## src/rtl/alu_operand_sequencer.sv

```systemverilog
// alu_operand_sequencer: steps the user through loading operand A, operand B
// and the ALU operation from the slide switches, one Enter press per step,
// then captures the ALU result and zero flag for display.
// Enter and Abort each pass through a 2-flop synchronizer, an optional
// debouncer and a rising-edge detector.
// Define ALU_SEQ_DEBOUNCE_EN to build the debounce counters. Without it,
// DEBOUNCE_CYCLES is ignored and every synchronized rising edge is a press.
module alu_operand_sequencer #(
  parameter int WIDTH           = 4,
  parameter int DEBOUNCE_CYCLES = 500000
) (
  input  logic             clk,
  input  logic             reset,
  input  logic [WIDTH-1:0] Sw,
  input  logic [2:0]       OpSw,
  input  logic             Enter,
  input  logic             Abort,
  input  logic [WIDTH-1:0] ALUResult,
  input  logic             Zero,
  output logic [WIDTH-1:0] SrcA,
  output logic [WIDTH-1:0] SrcB,
  output logic [2:0]       ALUControl,
  output logic [WIDTH-1:0] Result,
  output logic             ZeroFlag,
  output logic             Valid,
  output logic             Done,
  output logic [2:0]       StateOut
);

  typedef enum logic [2:0] {
    GET_A  = 3'd0,
    GET_B  = 3'd1,
    GET_OP = 3'd2,
    EXEC   = 3'd3,
    SHOW   = 3'd4
  } state_e;

  // Key lanes: bit 0 is Enter, bit 1 is Abort.
  logic [1:0] raw_s;
  logic [1:0] sync1_q, sync1_d;
  logic [1:0] sync2_q, sync2_d;
  logic [1:0] prev_q, prev_d;
  logic [1:0] lvl_s;
  logic [1:0] edge_s;
  logic       enter_edge_s;
  logic       abort_edge_s;

  assign raw_s = {Abort, Enter};

  // Next values of the synchronizer stages and the previous accepted level.
  always_comb begin
    sync1_d = raw_s;
    sync2_d = sync1_q;
    prev_d  = lvl_s;
  end

  // Synchronizer and edge-detector history registers.
  always_ff @(posedge clk or posedge reset) begin
    if (reset) begin
      sync1_q <= 2'b00;
      sync2_q <= 2'b00;
      prev_q  <= 2'b00;
    end else begin
      sync1_q <= sync1_d;
      sync2_q <= sync2_d;
      prev_q  <= prev_d;
    end
  end

`ifdef ALU_SEQ_DEBOUNCE_EN
  localparam int               CNT_W    = $clog2(DEBOUNCE_CYCLES + 1);
  localparam logic [CNT_W-1:0] CNT_LAST = CNT_W'(DEBOUNCE_CYCLES - 1);
  localparam logic [CNT_W-1:0] CNT_MAX  = CNT_W'(DEBOUNCE_CYCLES);

  logic [CNT_W-1:0] cnt_q [2];
  logic [CNT_W-1:0] cnt_d [2];
  logic [1:0]       acc_q, acc_d;

  // Accept sync2 once it has differed from the accepted level for
  // DEBOUNCE_CYCLES consecutive edges; any agreement restarts the count.
  always_comb begin
    acc_d = acc_q;
    for (int k = 0; k < 2; k++) begin
      cnt_d[k] = cnt_q[k];
      if (sync2_q[k] == acc_q[k]) begin
        cnt_d[k] = {CNT_W{1'b0}};
      end else if (cnt_q[k] == CNT_LAST) begin
        acc_d[k] = sync2_q[k];
        cnt_d[k] = {CNT_W{1'b0}};
      end else if (cnt_q[k] < CNT_MAX) begin
        cnt_d[k] = cnt_q[k] + CNT_W'(1);
      end else begin
        cnt_d[k] = cnt_q[k];
      end
    end
  end

  // Debounce counters and accepted levels.
  always_ff @(posedge clk or posedge reset) begin
    if (reset) begin
      acc_q <= 2'b00;
      for (int k = 0; k < 2; k++) begin
        cnt_q[k] <= {CNT_W{1'b0}};
      end
    end else begin
      acc_q <= acc_d;
      for (int k = 0; k < 2; k++) begin
        cnt_q[k] <= cnt_d[k];
      end
    end
  end

  assign lvl_s = acc_q;
`else
  logic [31:0] unused_cfg_s;
  assign unused_cfg_s = DEBOUNCE_CYCLES;
  assign lvl_s        = sync2_q;
`endif

  assign edge_s       = lvl_s & ~prev_q;
  assign enter_edge_s = edge_s[0];
  assign abort_edge_s = edge_s[1];

  state_e           state_q, state_d;
  logic [WIDTH-1:0] srca_q, srca_d;
  logic [WIDTH-1:0] srcb_q, srcb_d;
  logic [2:0]       aluctl_q, aluctl_d;
  logic [WIDTH-1:0] result_q, result_d;
  logic             zero_q, zero_d;
  logic             valid_q, valid_d;
  logic             done_q, done_d;

  // Sequencer next state and register updates; Abort overrides Enter.
  always_comb begin
    state_d  = state_q;
    srca_d   = srca_q;
    srcb_d   = srcb_q;
    aluctl_d = aluctl_q;
    result_d = result_q;
    zero_d   = zero_q;
    valid_d  = valid_q;
    done_d   = 1'b0;
    if (abort_edge_s) begin
      state_d = GET_A;
      valid_d = 1'b0;
    end else begin
      case (state_q)
        GET_A: begin
          if (enter_edge_s) begin
            srca_d  = Sw;
            valid_d = 1'b0;
            state_d = GET_B;
          end else begin
            state_d = GET_A;
          end
        end
        GET_B: begin
          if (enter_edge_s) begin
            srcb_d  = Sw;
            state_d = GET_OP;
          end else begin
            state_d = GET_B;
          end
        end
        GET_OP: begin
          if (enter_edge_s) begin
            aluctl_d = OpSw;
            state_d  = EXEC;
          end else begin
            state_d = GET_OP;
          end
        end
        EXEC: begin
          result_d = ALUResult;
          zero_d   = Zero;
          valid_d  = 1'b1;
          done_d   = 1'b1;
          state_d  = SHOW;
        end
        SHOW: begin
          if (enter_edge_s) begin
            state_d = GET_A;
          end else begin
            state_d = SHOW;
          end
        end
        default: begin
          state_d = GET_A;
        end
      endcase
    end
  end

  // Sequencer state and held output registers.
  always_ff @(posedge clk or posedge reset) begin
    if (reset) begin
      state_q  <= GET_A;
      srca_q   <= {WIDTH{1'b0}};
      srcb_q   <= {WIDTH{1'b0}};
      aluctl_q <= 3'b000;
      result_q <= {WIDTH{1'b0}};
      zero_q   <= 1'b0;
      valid_q  <= 1'b0;
      done_q   <= 1'b0;
    end else begin
      state_q  <= state_d;
      srca_q   <= srca_d;
      srcb_q   <= srcb_d;
      aluctl_q <= aluctl_d;
      result_q <= result_d;
      zero_q   <= zero_d;
      valid_q  <= valid_d;
      done_q   <= done_d;
    end
  end

  assign SrcA       = srca_q;
  assign SrcB       = srcb_q;
  assign ALUControl = aluctl_q;
  assign Result     = result_q;
  assign ZeroFlag   = zero_q;
  assign Valid      = valid_q;
  assign Done       = done_q;
  assign StateOut   = state_q;

endmodule

```

## config.mk

```make
export PLATFORM = sky130hd
export DESIGN_NAME = alu_operand_sequencer
export DESIGN_NICKNAME = d
export VERILOG_FILES = /design/src/rtl/alu_operand_sequencer.sv
export SDC_FILE = /design/constraint.sdc
export NUM_CORES = 1
export LEC_CHECK = 0
export BUFFER_PORTS_ARGS = -buffer_cell sky130_fd_sc_hd__buf_2
export CORE_UTILIZATION = 35
export CTS_CLUSTER_DIAMETER = 200
export DETAILED_ROUTE_END_ITERATION = 10
export SYNTH_ARGS = -nofsm -noshare
export SYNTH_HDL_FRONTEND = slang
export SYNTH_SLANG_ARGS = --single-unit
export TNS_END_PERCENT = 30
```

## constraint.sdc

```tcl
create_clock -name clk -period 2.4 [get_ports clk]
set_input_delay 0.12 -clock clk [delete_from_list [all_inputs] [get_ports clk]]
set_output_delay 0.12 -clock clk [all_outputs]
set_load 0.05 [all_outputs]
```

# Word-level counts from Yosys, hierarchy flattened
# Index checks and enable logic that the tools add are counted.
[totals]
regBits = 27
latch_bits = 0
mem_bits_rw = 0
mem_bits_ro = 0
memories = 0
[op_classes]
addsub = 0
multipliers = 0
div = 0
magnitude_cmp = 0
n_eq_ne = 5
n_shift = 0
mux = 11
n_bitwise = 3
n_reduce_logical = 7
[op_table]
columns = ["op", "n"]
rows = [
  ["3-bit one-hot mux with 5 select lines", 1],
  ["3-bit AND reduction", 3],
  ["3-bit by 2-bit equality test with 1-bit output, second input constant", 2],
  ["1-bit 2-to-1 mux", 6],
  ["3-bit 2-to-1 mux", 2],
  ["2-bit AND reduction", 2],
  ["3-bit by 1-bit equality test with 1-bit output, second input constant", 1],
  ["3-bit equality test, second input constant", 1],
  ["3-bit logical NOT", 1],
  ["3-bit inequality test, second input constant", 1],
  ["3-bit nonzero test", 1],
  ["2-bit AND", 1],
  ["2-bit 2-to-1 mux", 1],
  ["2-bit inverter", 1],
  ["1-bit one-hot mux with 2 select lines", 1],
  ["1-bit inverter", 1],
]

# Longest topological paths before layout
[depth]
depth_word = 5
mapped_depth = 4
depth_no_buf = 3

# Least setup slack after synthesis
# No wires, ideal clock.
[synth_path]
kind = "reg-to-reg"
start = "reg state_q[0] (netlist: StateOut[0])"
end = "reg aluctl_q[0] (netlist: ALUControl[0])"
setup_time_ns = 0.125
t_arrival_ns = 1.840
slack_ns = 0.435
path_stages_with_launch = 4
n_path_buf = 0
period_less_slack_ns = 1.965
path_cell_list = "dfrtp_1 > or3b_4 > or4_4 > mux2_4"
[synth_via]
elab_chain_len = 2
[synth_lines]
columns = ["item", "line_no", "rtl"]
rows = [
  ["start: declaration", "124", "state_e state_q, state_d;"],
  ["start signal: assignment", "206", "state_q <= state_d;"],
  ["3-bit by 2-bit equality test with 1-bit output", "147", "case (state_q)"],
  ["3-bit AND reduction (no source line)", "--", ""],
  ["end signal: assignment", "209", "aluctl_q <= aluctl_d;"],
  ["end: declaration", "127", "logic [2:0] aluctl_q, aluctl_d;"],
]
# Every way passes these cells.
# A chain may end at the register's enable or synchronous reset.

# Worst setup path after layout
[layout_path]
start = "reg state_q[0] (netlist: StateOut[0])"
end = "reg srca_q[3] (netlist: SrcA[3])"
[layout_via]
elab_chain_len = 2
[layout_lines]
columns = ["item", "line_no", "rtl"]
rows = [
  ["3-bit logical NOT", "147", ""],
  ["3-bit AND reduction (no source line)", "--", ""],
  ["end signal: assignment", "198", "srca_q <= {WIDTH{1'b0}};"],
  ["end signal: assignment", "207", "srca_q <= srca_d;"],
  ["end: declaration", "125", "logic [WIDTH-1:0] srca_q, srca_d;"],
]
# Every way passes these cells.

==> summary.txt <==
Status
  – Status: complete, but fails checks
  – Failing checks: design-rule violations

Worst setup path
  – Crit-path cells: or3b_4 > nor4_2 > mux2_2
  – Slowest stage cell, crit path: dfrtp_1
  – Worst Setup Start Kind: flip-flop
  – Worst path required time: 2620 ps
  – CP bufs+invs: 0
  – Crit end category: flip-flop
  – Largest delay share family, worst path: simple AND/OR/NAND/NOR gates
  – Worst path max stage delay: 480 ps
  – Worst EP arrival: between 2000 and 2500 ps
  – Critical path peak fanout: 8
  – Crit Path Class: reg -> reg

Floorplan
  – Initial Utilization: a little under two fifths
  – Die footprint: 3120 um2
  – DIE HEIGHT: 55.9 um
  – Total core area: between 2000 and 3000 um2
  – FP Rows: 19
  – Io pins: 37
  – Chip Width: 55.9 um

CTS
  – Post CTS Setup Buffer Count: 0
  – # clock sinks: 27
  – Clock tree buffer depth: 2
  – Reg clk slew, reported paths: about 130 ps
  – Post_cts resized: 0
  – Root Driver: clkbuf_4
  – Clk Latency, worst-skew pair: 320 ps
  – H-tree levels: 1
  – CTS Buf Count: 3
  – CTS tree: yes

Placed design
  – Placed insts: 134
  – DP Area: around 1200 um2
  – DPL Wire Length: about 1300 um
  – Dpl ws: 584 ps
  – RePlAce Congestion: 0.805
  – PortBufs: 36

STA
  – Setup TNS: 0 ps
  – Endpoints failing setup: 0
  – Clock Skew: 4.79 ps
  – Setup slack after layout: 578 ps
  – Final period utilization: 75.9%
  – Min cycle time layout: 1820 ps
  – Hold Vio Cnt, Final: 0
  – Max Fclk: around 550 MHz
  – Slew @ Worst Pin: 529 ps
  – RSZ-0062 raised after global routing: no
  – Slew HR: 64.4%
  – Final Slew Violations: 0

Routing
  – Vias per inst: 4.68
  – WL final: roughly 1700 um
  – Pre-Repair DR Iteration Count: 7
  – Antenna-violating nets left: 0
  – Initial DRC Count: 9
  – Drt drc: 2
  – Via count: about 660
  – DR WL/cell: 12.0 um

Pwr
  – Leak Pwr: between 0.6 and 0.7 nW
  – PwrDens: 1200 nW/um2
  – Worst VDD drop: 596 uV

Flow run
  – Max-cap violations: 0

Global routing
  – Total GRT Usage: 12.6%
  – Remaining Overflow, GRT: 0
  – Vias in the first global route: 682
  – Largest net degree at the start of global routing: 28
  – First-pass GRT wire length: 2990 um
  – Initial antenna violation count: 0

Synthesis
  – Post-synth EDFFs: 0
  – FF+latch count, synth: 27
  – Post-synth net total: 83
  – Area leader, netlist: dfrtp_1
  – Dominant synthesized flop cell: dfrtp_1
  – Top-count cell post-synth: dfrtp_1
  – Largest cells by area after synthesis: dfrtp_1 (67%), mux2_2 (14%), mux2_4 (4.4%)
  – Post-synth design cell area: 1020 um2
  – Register area share after synthesis: 66.5%
  – Share of Yosys cell area claimed by the top area cell type: 66.5%
  – Mapped Cells: 67
  – Avg Cell Area, Syn: between 15 and 20 um2
  – Synth Warn #: 0
  – Async set or reset register ratio after synthesis: 100%
  – Post-synth top cells: dfrtp_1 (27), mux2_2 (13), a21oi_1 (4)
  – Synth cell types: 19

Cells and area
  – Final Cell Area: 1310 um2
  – Final std cells w/o fill: 142
  – Fillers: 252
  – Antenna diode count: 0
  – Layout Nets: 128
  – Area grow syn2layout: 28.6%
  – Share of cells above drive strength 1: 55.0%

Hold path
  – HP Class: in -> reg
-- power by group --
part | internal [mW] | total (mW) | switching (mW)
logic | 0.206 | 0.738 | 0.532
registers | 0.578 | 0.644 | 0.0663
clock network | 0.0623 | 0.186 | 0.124
total | 0.846 | 1.57 | 0.722
-- stage by stage --
stage	util [%]	power, mW	hold WS, ps
2_1_floorplan	-	1.23	151
3_3_place_gp	44.9	1.39	190
3_5_place_dp	44.9	1.40	194
4_1_cts	47.0	1.59	15.0
5_1_grt	47.4	1.65	0.0156
6_report	47.4	1.57	27.8
-- final timing paths --
check	startpoint	endpoint	slack, ps	cells past startpoint
worst max-delay path	StateOut[0]	SrcA[3]	580	3
worst max register to register	StateOut[0]	SrcA[3]	580	3
min in group asynchronous	reset	Result[0]	400	4
max in group asynchronous	reset	SrcA[0]	1760	4
worst min-delay path	ALUResult[0]	Result[0]	30	2
worst min register to register	sync1_q[1]	lvl_s[1]	370	0
-- metal layers --
metal	GRT usage, %	vias up	part of all wire [%]
met5	0	-	0
met4	5.23	0	1.6
met3	4.65	2	4.6
met2	20.8	16	52
met1	14.7	326	42
li1	-	320	-
-- what timing repair did --
item / 4_1_cts / 5_1_grt
endpoints found under the setup margin: 0 / 0
hold buffers: 3 / 1
endpoints found under the hold margin: 29 / 1
-- area by class of cell --
| class | instances | area [um2] | area share, % |
|---|---|---|---|
| Clock buffer | 3 | 22.5 | 1.72 |
| Clock inverter | 1 | 5.00 | 0.383 |
| Inverter | 3 | 11.3 | 0.862 |
| Multi-Input combinational cell | 36 | 325 | 24.9 |
| Sequential cell | 27 | 676 | 51.7 |
| Tap cell | 31 | 38.8 | 2.97 |
| Timing Repair Buffer | 41 | 228 | 17.4 |
-- worst register-to-register path, stage by stage (launching register included) --
cell,delay [ps]
dfrtp_1,480
or3b_4,450
nor4_2,400
mux2_2,400
-- logic make-up after synthesis --
group	after synthesis	synth area share, %
DFF	27	66.5
muxes	16	18.8
and+or+nand+nor	14	9.98
AOI/OAI and AO/OA	6	3.20
buffers and inverters	4	1.48
-- state kept, by name (all words and copies together) (netlist names) --
signal,flops
ZeroFlag,1
prev_q,2
lvl_s,2
StateOut,3
ALUControl,3
Valid,1
SrcB,4
Result,4
SrcA,4
Done,1
sync1_q,2
-- placed cells by master, fill, tap and decap left out --
cell           synthesis  layout
nor3_1                 1       1
a211oi_1               1       1
nor2b_1                1       1
buf_4                  0       1
or4_4                  1       1
or2_2                  1       1
nor2_1                 2       2
inv_1                  3       3
clkinv_2               0       1
nand3b_1               1       1
nor4_2                 1       1
or3b_4                 1       1
dlygate4sd3_1          0       4
dfrtp_1               27      27
o21ai_0                1       1
buf_2                  0      36
nand3_1                2       2
mux2_4                 3       3
nand4bb_1              1       1
a21oi_1                4       4
mux2_2                13      13
clkbuf_4               0       3
nand2b_1               2       2
Note: power is estimated with default switching activity, not from simulation.
